`config.mk`:
```
export PLATFORM = sky130hd
export DESIGN_NAME = mult_check_monitor_flat
export DESIGN_NICKNAME = d
export VERILOG_FILES = /design/src/rtl/mult_pkg.sv /design/src/rtl/mult_check_monitor_if.sv /design/src/rtl/mult_shift_add_core.sv /design/src/rtl/mult_check_monitor.sv /design/src/flat_wrapper.sv
export SDC_FILE = /design/constraint.sdc
export NUM_CORES = 1
export LEC_CHECK = 0
export CELL_PAD_IN_SITES_DETAIL_PLACEMENT = 0
export CELL_PAD_IN_SITES_GLOBAL_PLACEMENT = 1
export CORE_MARGIN = 2
export CORE_UTILIZATION = 40
export DETAILED_ROUTE_END_ITERATION = 16
export PLACE_DENSITY_LB_ADDON = 0.1
export SLEW_MARGIN = 15
export SYNTH_ARGS = -nofsm -noshare
export SYNTH_HDL_FRONTEND = slang
export SYNTH_SLANG_ARGS = --single-unit
```
`constraint.sdc`:
```
create_clock -name clk -period 6.5 [get_ports clk]
set_clock_uncertainty 0.1 [all_clocks]
set_input_delay 0.65 -clock clk [delete_from_list [all_inputs] [get_ports clk]]
set_output_delay 0.65 -clock clk [all_outputs]
set_load 0.03 [all_outputs]
```
`src/rtl/mult_pkg.sv`:
```
// Shared definitions for the multiplier response checker: default widths,
// FSM state encodings and the all-ones constant that counters saturate at.
package mult_pkg;

  localparam int unsigned W_DEF     = 4;
  localparam int unsigned CNT_W_DEF = 16;

  // Truncated to CNT_W bits by the user to get the counter saturation value.
  localparam logic [31:0] CNT_SAT_ALL = '1;

  typedef enum logic [1:0] {
    IDLE = 2'd0,
    CALC = 2'd1,
    CMP  = 2'd2
  } state_e;

endpackage

```
`src/rtl/mult_check_monitor_if.sv`:
```
// Valid/ready vector bus observed at the multiplier boundary (A, B, product).
interface mult_check_monitor_if #(
  parameter int unsigned W = mult_pkg::W_DEF
) ();

  logic             in_valid;
  logic             in_ready;
  logic [W-1:0]     in_a;
  logic [W-1:0]     in_b;
  logic [2*W-1:0]   in_p;

  modport master (output in_valid, output in_a, output in_b, output in_p, input  in_ready);
  modport slave  (input  in_valid, input  in_a, input  in_b, input  in_p, output in_ready);

endinterface

```
`src/rtl/mult_shift_add_core.sv`:
```
// Iterative unsigned shift-add multiplier: one multiplier bit per cycle, W cycles.
// done_o is high during the cycle in which the final bit is folded into acc_o.
module mult_shift_add_core
  import mult_pkg::*;
#(
  parameter int unsigned W = W_DEF
) (
  input  logic             clk,
  input  logic             rst,
  input  logic             start_i,
  input  logic [W-1:0]     a_i,
  input  logic [W-1:0]     b_i,
  output logic [2*W-1:0]   acc_o,
  output logic             done_o
);

  localparam int unsigned PW    = 2 * W;
  localparam int unsigned IDX_W = (W > 2) ? $clog2(W) : 1;

  logic [PW-1:0]    a_q,    a_d;
  logic [PW-1:0]    acc_q,  acc_d;
  logic [W-1:0]     b_q,    b_d;
  logic [IDX_W-1:0] idx_q,  idx_d;
  logic             busy_q, busy_d;
  logic             done_q, done_d;

  // Next-state: load on start, otherwise consume one multiplier bit per cycle.
  always_comb begin
    a_d    = a_q;
    acc_d  = acc_q;
    b_d    = b_q;
    idx_d  = idx_q;
    busy_d = busy_q;
    done_d = 1'b0;
    if (start_i) begin
      a_d    = PW'(a_i);
      b_d    = b_i;
      acc_d  = '0;
      idx_d  = '0;
      busy_d = 1'b1;
    end else if (busy_q) begin
      if (b_q[0]) begin
        acc_d = acc_q + (a_q << idx_q);
      end
      b_d    = b_q >> 1;
      idx_d  = idx_q + IDX_W'(1);
      // Flag the final step one cycle ahead so it is visible while it runs.
      done_d = (idx_q == IDX_W'(W - 2));
      busy_d = (idx_q != IDX_W'(W - 1));
    end
  end

  always_ff @(posedge clk or posedge rst) begin
    if (rst) begin
      a_q    <= '0;
      acc_q  <= '0;
      b_q    <= '0;
      idx_q  <= '0;
      busy_q <= 1'b0;
      done_q <= 1'b0;
    end else begin
      a_q    <= a_d;
      acc_q  <= acc_d;
      b_q    <= b_d;
      idx_q  <= idx_d;
      busy_q <= busy_d;
      done_q <= done_d;
    end
  end

  assign acc_o  = acc_q;
  assign done_o = done_q;

endmodule

```
`src/rtl/mult_check_monitor.sv`:
```
// Response checker for the 4x4 multiplier: recomputes each product, compares,
// counts pass/fail and captures the first failing vector. Trace: MULT_CHK_TRACE_EN.
module mult_check_monitor
  import mult_pkg::*;
#(
  parameter int unsigned W     = W_DEF,
  parameter int unsigned CNT_W = CNT_W_DEF
) (
  input  logic                 clk,
  input  logic                 rst,
  mult_check_monitor_if.slave  bus,
  input  logic                 cnt_clr,
  output logic                 chk_done,
  output logic                 chk_pass,
  output logic [2*W-1:0]       exp_p,
  output logic [CNT_W-1:0]     pass_cnt,
  output logic [CNT_W-1:0]     fail_cnt,
  output logic                 ff_vld,
  output logic [W-1:0]         ff_a,
  output logic [W-1:0]         ff_b,
  output logic [2*W-1:0]       ff_p
);

  localparam int unsigned PW = 2 * W;
  localparam logic [CNT_W-1:0] CNT_MAX = CNT_W'(CNT_SAT_ALL);

  state_e           state_q, state_d;
  logic             ready_q, ready_d;
  logic [W-1:0]     a_q, a_d, b_q, b_d;
  logic [PW-1:0]    p_q, p_d;
  logic             done_q, done_d;
  logic             pass_q, pass_d;
  logic [PW-1:0]    exp_q, exp_d;
  logic [CNT_W-1:0] pcnt_q, pcnt_d, fcnt_q, fcnt_d;
  logic             ffv_q, ffv_d;
  logic [W-1:0]     ffa_q, ffa_d, ffb_q, ffb_d;
  logic [PW-1:0]    ffp_q, ffp_d;

  logic             accept_c;
  logic             match_c;
  logic [PW-1:0]    core_acc;
  logic             core_done;

  assign accept_c = ready_q & bus.in_valid;
  assign match_c  = (core_acc == p_q);

  mult_shift_add_core #(.W(W)) u_core (
    .clk     (clk),
    .rst     (rst),
    .start_i (accept_c),
    .a_i     (bus.in_a),
    .b_i     (bus.in_b),
    .acc_o   (core_acc),
    .done_o  (core_done)
  );

  // Handshake FSM plus compare, counter and first-fail capture next-state.
  always_comb begin
    state_d = state_q;
    a_d     = a_q;
    b_d     = b_q;
    p_d     = p_q;
    done_d  = 1'b0;
    pass_d  = pass_q;
    exp_d   = exp_q;
    pcnt_d  = pcnt_q;
    fcnt_d  = fcnt_q;
    ffv_d   = ffv_q;
    ffa_d   = ffa_q;
    ffb_d   = ffb_q;
    ffp_d   = ffp_q;
    unique case (state_q)
      IDLE: begin
        if (accept_c) begin
          a_d     = bus.in_a;
          b_d     = bus.in_b;
          p_d     = bus.in_p;
          state_d = CALC;
        end
      end
      CALC: begin
        if (core_done) state_d = CMP;
      end
      CMP: begin
        done_d  = 1'b1;
        pass_d  = match_c;
        exp_d   = core_acc;
        state_d = IDLE;
        if (match_c) begin
          if (pcnt_q != CNT_MAX) pcnt_d = pcnt_q + CNT_W'(1);
        end else begin
          if (fcnt_q != CNT_MAX) fcnt_d = fcnt_q + CNT_W'(1);
          if (!ffv_q) begin
            ffv_d = 1'b1;
            ffa_d = a_q;
            ffb_d = b_q;
            ffp_d = p_q;
          end
        end
      end
      default: state_d = IDLE;
    endcase
    // Clear overrides any update from a coinciding compare.
    if (cnt_clr) begin
      pcnt_d = '0;
      fcnt_d = '0;
      ffv_d  = 1'b0;
      ffa_d  = '0;
      ffb_d  = '0;
      ffp_d  = '0;
    end
    ready_d = (state_d == IDLE);
  end

  always_ff @(posedge clk or posedge rst) begin
    if (rst) begin
      state_q <= IDLE;
      ready_q <= 1'b0;
      a_q     <= '0;
      b_q     <= '0;
      p_q     <= '0;
      done_q  <= 1'b0;
      pass_q  <= 1'b0;
      exp_q   <= '0;
      pcnt_q  <= '0;
      fcnt_q  <= '0;
      ffv_q   <= 1'b0;
      ffa_q   <= '0;
      ffb_q   <= '0;
      ffp_q   <= '0;
    end else begin
      state_q <= state_d;
      ready_q <= ready_d;
      a_q     <= a_d;
      b_q     <= b_d;
      p_q     <= p_d;
      done_q  <= done_d;
      pass_q  <= pass_d;
      exp_q   <= exp_d;
      pcnt_q  <= pcnt_d;
      fcnt_q  <= fcnt_d;
      ffv_q   <= ffv_d;
      ffa_q   <= ffa_d;
      ffb_q   <= ffb_d;
      ffp_q   <= ffp_d;
    end
  end

  assign bus.in_ready = ready_q;
  assign chk_done     = done_q;
  assign chk_pass     = pass_q;
  assign exp_p        = exp_q;
  assign pass_cnt     = pcnt_q;
  assign fail_cnt     = fcnt_q;
  assign ff_vld       = ffv_q;
  assign ff_a         = ffa_q;
  assign ff_b         = ffb_q;
  assign ff_p         = ffp_q;

`ifdef MULT_CHK_TRACE_EN
  // Simulation-only trace of every compare.
  always @(posedge clk) begin
    if (!rst && state_q == CMP) begin
      $display("%0t mult_chk A=%0d B=%0d P=%0d EXP=%0d %s",
               $time, a_q, b_q, p_q, core_acc, match_c ? "PASS" : "FAIL");
      if (!match_c && !ffv_q && !cnt_clr)
        $display("%0t mult_chk FIRST FAIL A=%0d B=%0d P=%0d", $time, a_q, b_q, p_q);
    end
  end
`endif

endmodule

```
`src/flat_wrapper.sv`:
```
// flat-port wrapper written by rule: the top's interface ports become plain ports
module mult_check_monitor_flat import mult_pkg::*;
#(
  parameter int unsigned W     = W_DEF,
  parameter int unsigned CNT_W = CNT_W_DEF
)
  (clk, rst, cnt_clr, chk_done, chk_pass, exp_p, pass_cnt, fail_cnt, ff_vld, ff_a, ff_b, ff_p, bus_in_valid, bus_in_a, bus_in_b, bus_in_p, bus_in_ready);
  mult_check_monitor_if #(.W(W)) bus_i ();
  input  logic clk;
  input  logic rst;
  input  logic cnt_clr;
  output logic chk_done;
  output logic chk_pass;
  output logic [2*W-1:0] exp_p;
  output logic [CNT_W-1:0] pass_cnt;
  output logic [CNT_W-1:0] fail_cnt;
  output logic ff_vld;
  output logic [W-1:0] ff_a;
  output logic [W-1:0] ff_b;
  output logic [2*W-1:0] ff_p;
  input wire logic [$bits(bus_i.in_valid)-1:0] bus_in_valid;
  input wire logic [$bits(bus_i.in_a)-1:0] bus_in_a;
  input wire logic [$bits(bus_i.in_b)-1:0] bus_in_b;
  input wire logic [$bits(bus_i.in_p)-1:0] bus_in_p;
  output wire logic [$bits(bus_i.in_ready)-1:0] bus_in_ready;
  assign bus_i.in_valid = bus_in_valid;
  assign bus_i.in_a = bus_in_a;
  assign bus_i.in_b = bus_in_b;
  assign bus_i.in_p = bus_in_p;
  assign bus_in_ready = bus_i.in_ready;
  mult_check_monitor #(.W(W), .CNT_W(CNT_W)) u_core (.clk(clk), .rst(rst), .bus(bus_i), .cnt_clr(cnt_clr), .chk_done(chk_done), .chk_pass(chk_pass), .exp_p(exp_p), .pass_cnt(pass_cnt), .fail_cnt(fail_cnt), .ff_vld(ff_vld), .ff_a(ff_a), .ff_b(ff_b), .ff_p(ff_p));
endmodule
```
==> run metrics, run 1 <==
initial antenna violation count 0; multi-input logic area 2320 sq um; Slowest cell on crit path or4b_1; Die Span X 115 microns; main flop type after synthesis dfrtp_1; Crit. End Element register; final hold violation count 0; Power Total 0.00213 W; port bufs slightly below 80; Async S/R FF share, synth between 90% and 100%; # diodes 0; Fillers 1124; Synth-to-Final Area Change 24.9%; Period minus WS final 2.64 ns; IO Pins 80; Worst Tran Pin Value roughly 1.1 ns; first-pass GRT wire length approximately 20000 microns; RSZ-0062 raised after global routing no; post_cts resized 0; Placement Rows 40; CTS tree yes; CP Max Fanout 15; fin. max-slew vios 0; max-cap viol count 0; final setup TNS 0 ns; Yosys cell types between 40 and 50; Rel. slew slack 24.4%; Power Density approximately 350 nW/um^2; vias in the first global route between 3000 and 4000; remaining antenna violation count 0; height of the die 115 microns; Max Clock Freq 379 MHz; Clk pin slew, worst setup/hold paths 0.07 ns; startpoint types register; routed via count 3875; worst slack, placed about 3.9 ns; Post-Syn Nets between 500 and 600; #FFs+latches synth a little under 100; LEAKAGE roughly 2.7 nW; CP max stage delay ~0.63 ns; largest net degree at the start of global routing 66; Placeable Area approximately 12000 sq um; worst min path class reg2reg; Initial Util between 40% and 50%; Post-synth EDFFs 0; final setup margin ~3.9 ns; Final setup viols 0; Avg WL per Cell 16.3 microns; Clock Tree Root clkbuf_16; status complete, no violations; mapped cell area about 5000 sq um; die area 13100 sq um; CTS Buf Count 9; Clock Latency Late Sink 0.35 ns; 1st-iter DRT viols about 320; final RePlAce weighted congestion approximately 0.8; critical-path cell list nand2b_1, nor3_1, or4b_1, or4_1, a21oi_1; crit path buf inv count 0; Reg area approximately 2500 sq um; YS warnings 0; Post-CTS Setup Bufs 0; Final Cycle Share about two fifths; Vias per Instance roughly 5.4; drt total wl 11600 microns; Max clock buf depth 2; Max VDD drop about 0.24 mV; Nets about 600; Top delay family on crit path simple AND/OR/NAND/NOR gates; Hold Buf Count CTS 0; clock sinks 98; critical path required time between 6 and 7 ns; post-DP HPWL ~8000 microns; data arrival time of the worst path roughly 2.8 ns; DR pass1 iterations 5; sequential-to-total area share from yosys stat between 50% and 60%; remaining global-route overflow 0; detailed-route DRC error count 0; fraction of layout cells with a size suffix above 1 approximately a tenth; Crit Path Class reg2reg; Cells after Synth a little under 500; Syn Area/Cell about 10 sq um; slack of the worst reg-to-reg path between 3 and 4 ns; total track usage 18.9%; CTS H-tree depth 3
placed cells by master, fill, tap and decap left out, types with 7 or more instances in the layout:
master	netlist	layout
dfrtp_1	98	98
clkdlybuf4s50_1	0	78
nand2_1	67	67
nor2_1	50	50
mux2_2	28	28
a21oi_1	26	26
mux2i_1	24	24
nand3_1	20	20
o21ai_0	17	17
xnor2_1	11	11
nor2b_1	11	11
ha_1	11	11
or4_1	9	9
clkbuf_16	0	9
nand4_1	8	8
nor3_1	9	8
inv_1	9	8
nor4_1	8	7
o31ai_1	7	7
cells by family after synthesis:
group / count (synthesis) / share of synthesized area [%]
AO/OA/AOI/OAI: 71 / 8.93
XOR/XNOR: 13 / 2.48
adder cells (fa/ha/maj): 12 / 3.22
buffers and inverters: 34 / 2.66
flip-flops: 98 / 50.2
multiplexers: 52 / 11.4
AND/OR/NAND/NOR: 211 / 21.2
per-stage QoR:
| stage | instances | hold slack (ns) | cell area, sq um | util (%) |
|---|---|---|---|---|
| CTS | 712 | 0.386 | 6110 | 51.1 |
| finish | 712 | 0.379 | 6110 | 51.1 |
| detailed placement | 696 | 0.371 | 5810 | 48.6 |
| global placement | 696 | 0.370 | 5810 | 48.6 |
| global route | 712 | 0.406 | 6110 | 51.1 |
| floorplan | 491 | 0.351 | 4890 | - |
report_power, final:
part | switching (W) | internal [W] | total [W]
sequential | 0.000152 | 0.000753 | 0.000906
combinational | 0.000367 | 0.000325 | 0.000692
clock | 0.000236 | 0.000299 | 0.000535
area by class of cell:
class | count | area share [%]
multi-input cells | 359 | 38.0
inverters | 9 | 0.594
clock inverters | 6 | 1.11
well taps | 147 | 3.01
clock buffers | 10 | 3.75
flip-flops and latches | 98 | 40.2
repair buffers | 83 | 13.4
sequential cells by signal, indices dropped and copies added (netlist names), 8 cells and up:
register             count
u_core.u_core.acc_o      8
u_core.fail_cnt         16
u_core.pass_cnt         16
u_core.ff_p              8
u_core.p_q               8
u_core.exp_p             8
synth_stat cells (2+ instances only):
cell | instances | area [sq um]
dfrtp_1 | 98 | 2450
nand2_1 | 67 | 251
nor2_1 | 50 | 188
mux2_2 | 28 | 315
a21oi_1 | 26 | 130
mux2i_1 | 24 | 240
clkbuf_1 | 22 | 82.6
nand3_1 | 20 | 100
o21ai_0 | 17 | 85.1
ha_1 | 11 | 138
nor2b_1 | 11 | 68.8
xnor2_1 | 11 | 96.3
inv_1 | 9 | 33.8
nor3_1 | 9 | 45.0
or4_1 | 9 | 67.6
nand4_1 | 8 | 50.1
nor4_1 | 8 | 50.1
o31ai_1 | 7 | 52.6
nand2b_1 | 6 | 37.5
or3_1 | 6 | 37.5
a211oi_1 | 5 | 37.5
a21o_1 | 3 | 22.5
a311oi_1 | 3 | 26.3
a31o_2 | 3 | 26.3
nor4b_1 | 3 | 26.3
and2_1 | 2 | 12.5
and3_1 | 2 | 12.5
and4_1 | 2 | 17.5
buf_2 | 2 | 10.0
nand4b_1 | 2 | 17.5
nor3b_1 | 2 | 15.0
o21bai_1 | 2 | 15.0
final timing paths:
kind                                             startpoint                         endpoint  cells after the start
worst max-delay path            u_core.state_q[0]$_DFF_PP0_  u_core.pass_cnt[13]$_DFFE_PP0P_                      5
worst min-delay path            u_core.chk_pass$_DFFE_PP0P_      u_core.chk_pass$_DFFE_PP0P_                      2
worst max register to register  u_core.state_q[0]$_DFF_PP0_  u_core.pass_cnt[13]$_DFFE_PP0P_                      5
worst min register to register  u_core.chk_pass$_DFFE_PP0P_      u_core.chk_pass$_DFFE_PP0P_                      2
max in group asynchronous                               rst       u_core.ff_a[0]$_DFFE_PP0P_                      3
min in group asynchronous                               rst   u_core.pass_cnt[4]$_DFFE_PP0P_                      2
worst min-delay path: stages (launching register included):
cell and delay (ns):
dfrtp_1 0.34, nand2_1 0.05, nand2_1 0.06
metal layers:
metal,track usage [%],wire (microns)
met3,3.92,359
met2,31.3,5950
met5,0,0
met1,24.8,5180
met4,6.34,88
No activity file was read; power rests on OpenSTA's default activity.
==> inputs of run 2 (changes only) <==
Settings changed: CORE_UTILIZATION 40 to 37.
Clock period 6.5 ns to 2.37 ns, I/O delays scaled along.
==> run 2 against run 1 <==
Against the previous run:
- combinational power grew to 3.2 times the previous value
- sequential power grew to 2.6 times the previous value
- clock-buffer cell count shrank 1
- via count grew 1.6%
- sequential share of layout area shrank 2.3 points
- design area grew 6.0%
- non-clock buffer count grew 37
- routed wire length grew 3.0%
- sequential cell count is the same
- register-to-register slack lost 3.7 ns
- largest power group unchanged
- hold slack lost 0.20 ns
- core utilization shrank 1.6 points
- critical endpoint is now u_core.pass_cnt[11]$_DFFE_PP0P_
==> run metrics, run 2 (same netlist as run 1, synthesis figures left out) <==
fin. max-slew vios 0 (unchanged); CTS H-tree depth 3 (unchanged); Max VDD drop 0.463 mV (+93%); Worst Tran Pin Value 0.580 ns (-0.554 ns); met3 Usage GRT 3.59% (-0.33 points); final setup TNS 0 ns (unchanged); register share of total power 38.3% (-4.2 points); Initial Util 37.4% (-3.5 points); height of the die 119 microns (+3.8%); worst min path class in2reg; NetSw 0.00216 W (+190%); final RePlAce weighted congestion 0.828 (+5.0%); post-DP HPWL 8480 microns (+5.0%); worst hold margin 0.176 ns (-0.203 ns); final hold violation count 0 (unchanged); Crit. End Element register; startpoint types register; remaining antenna violation count 0 (unchanged); Max Clock Freq 447 MHz (+18%); total track usage 17.4% (-1.5 points); Clk pin slew, worst setup/hold paths 0.07 ns (about the same); Max clock buf depth 2 (unchanged); GR Util met1 22.6% (-2.2 points); routed via count 3938 (+1.6%); initial antenna violation count 0 (unchanged); IO Pins 80 (unchanged); multi-input logic area 2330 sq um (+0.32%); RSZ-0062 raised after global routing no; max-cap viol count 0 (unchanged); Final Cycle Share 94.4% (+54 points); Clock Power Share 25.7% (+0.6 points); Power Density 962 nW/um^2 (+180%); Fillers 1184 (+5.3%); die area 14200 sq um (+7.8%); port bufs 79 (unchanged); vias in the first global route 3903 (+1.4%); # diodes 0 (unchanged); Crit Path Class reg2reg; Post-CTS Setup Bufs 0 (unchanged); post-layout utilization of the core 49.5% (-1.6 points); CP Max Fanout 6 (-9); Placeable Area 13100 sq um (+9.4%); Top delay family on crit path simple AND/OR/NAND/NOR gates; Clock Tree Root clkbuf_16; Period minus WS final 2.24 ns (-0.399 ns); critical-path cell list xnor2_1, nand4_1, or4b_4, buf_4, or3_1, a21oi_1; met2 Usage GRT 29.3% (-2.0 points); Synth-to-Final Area Change 32.4%; grt peak-use layer met2; cell-internal power 0.00407 W (+200%); commonest non-fill, non-tap cells in the layout dfrtp_1 (97), clkdlybuf4s50_1 (78), nand2_1 (67); clock sinks 98 (unchanged); DR pass1 iterations 6 (+1); CTS tree yes; fraction of layout cells with a size suffix above 1 16.4% (+6.4 points); LEAKAGE 2.90 nW (+7.3%); CP max stage delay 0.61 ns (-0.02 ns); Clock Latency Late Sink 0.35 ns (about the same); Rel. slew slack 61.3% (+37 points); commonest non-fill, non-tap cell in the layout dfrtp_1; combinational power share 36.0% (+3.6 points); Nets 629 (+6.3%); first-pass GRT wire length 19600 microns (+0.21%); Slowest cell on crit path or4b_4; Final setup viols 0 (unchanged); Avg WL per Cell 15.3 microns (-5.7%); Reg area 2450 sq um (about the same); Vias per Instance 5.06 (-7.0%); critical path required time 2.54 ns (-4.11 ns); CTS Buf Count 9 (unchanged); drt total wl 11900 microns (+3.0%); 1st-iter DRT viols 287 (-9.5%); Die Span X 119 microns (+3.8%); data arrival time of the worst path 2.41 ns (-0.38 ns); remaining global-route overflow 0 (unchanged); Placement Rows 42 (+5.0%); largest net degree at the start of global routing 99 (+50%); Net Sw Frac 34.6% (-0.79 points); detailed-route DRC error count 0 (unchanged); status complete, no violations; crit path buf inv count 1 (+1)
[run 2: cell types whose count changed in the layout (fill, tap and decap cells not counted), sizes merged]
cell / delta
clkbuf: -1
buf: +37
bufinv: +1
[run 2: metal layers]
metal | part of all wire, % | vias up | routed length, microns
met2 | 50 | 60 | 5930
met1 | 46 | 1918 | 5460
li1 | - | 1950 | -
met3 | 3.2 | 10 | 382
met4 | 1.3 | 0 | 153
met5 | 0 | - | 0
[run 2: layout make-up]
type | instances | area share, %
clock buffers | 9 | 3.48
clock inverters | 7 | 1.58
inverters | 9 | 0.580
multi-input cells | 359 | 36.0
flip-flops and latches | 98 | 37.9
well taps | 176 | 3.40
repair buffers | 120 | 17.1
[run 2: path summary, 6_finish.rpt]
kind / startpoint / endpoint / slack, ns / depth (start not counted)
setup / recovery: u_core.u_core.acc_o[5]$_DFFE_PP0P_ / u_core.pass_cnt[11]$_DFFE_PP0P_ / 0.13 / 6
hold / removal: cnt_clr / u_core.fail_cnt[12]$_DFFE_PP0P_ / 0.18 / 3
setup reg to reg: u_core.u_core.acc_o[5]$_DFFE_PP0P_ / u_core.pass_cnt[11]$_DFFE_PP0P_ / 0.13 / 6
hold reg to reg: u_core.exp_p[3]$_DFFE_PP0P_ / u_core.exp_p[3]$_DFFE_PP0P_ / 0.38 / 2
max in group asynchronous: rst / u_core.pass_cnt[0]$_DFFE_PP0P_ / 1.42 / 3
min in group asynchronous: rst / u_core.pass_cnt[2]$_DFFE_PP0P_ / 0.24 / 3
[run 2: worst reg2reg max path: cells and delay by family (launching register included)]
kind                      cells  cell delay, ns
buffers and inverters         1            0.18
xor gates and xnor gates      1            0.18
and+or+nand+nor               3            1.16
AOI/OAI and AO/OA             1            0.14
DFF                           1            0.40
[run 2: timing repair]
action,4_1_cts,5_1_grt
gates resized for setup,0,5
hold buffers,0,0
setup endpoints to repair,0,3
[run 2: power by group through the flow]
stage                     clock, W  sequential [W]  combinational [W]
after global placement           0         0.00240            0.00222
final                      0.00160         0.00238            0.00224
after global routing       0.00171         0.00244            0.00250
after CTS                  0.00165         0.00239            0.00225
after floorplan                  0         0.00252            0.00132
after detailed placement         0         0.00242            0.00224
[run 2: through the flow]
stage | total power [W] | setup WS, ns | area [sq um] | std cells
detailed placement | 0.00466 | 0.117 | 6130 | 762
finish | 0.00623 | 0.132 | 6470 | 778
floorplan | 0.00384 | 0.0152 | 4890 | 491
CTS | 0.00629 | 0.0909 | 6460 | 778
global placement | 0.00462 | 0.159 | 6130 | 762
global route | 0.00665 | 0.0132 | 6470 | 778
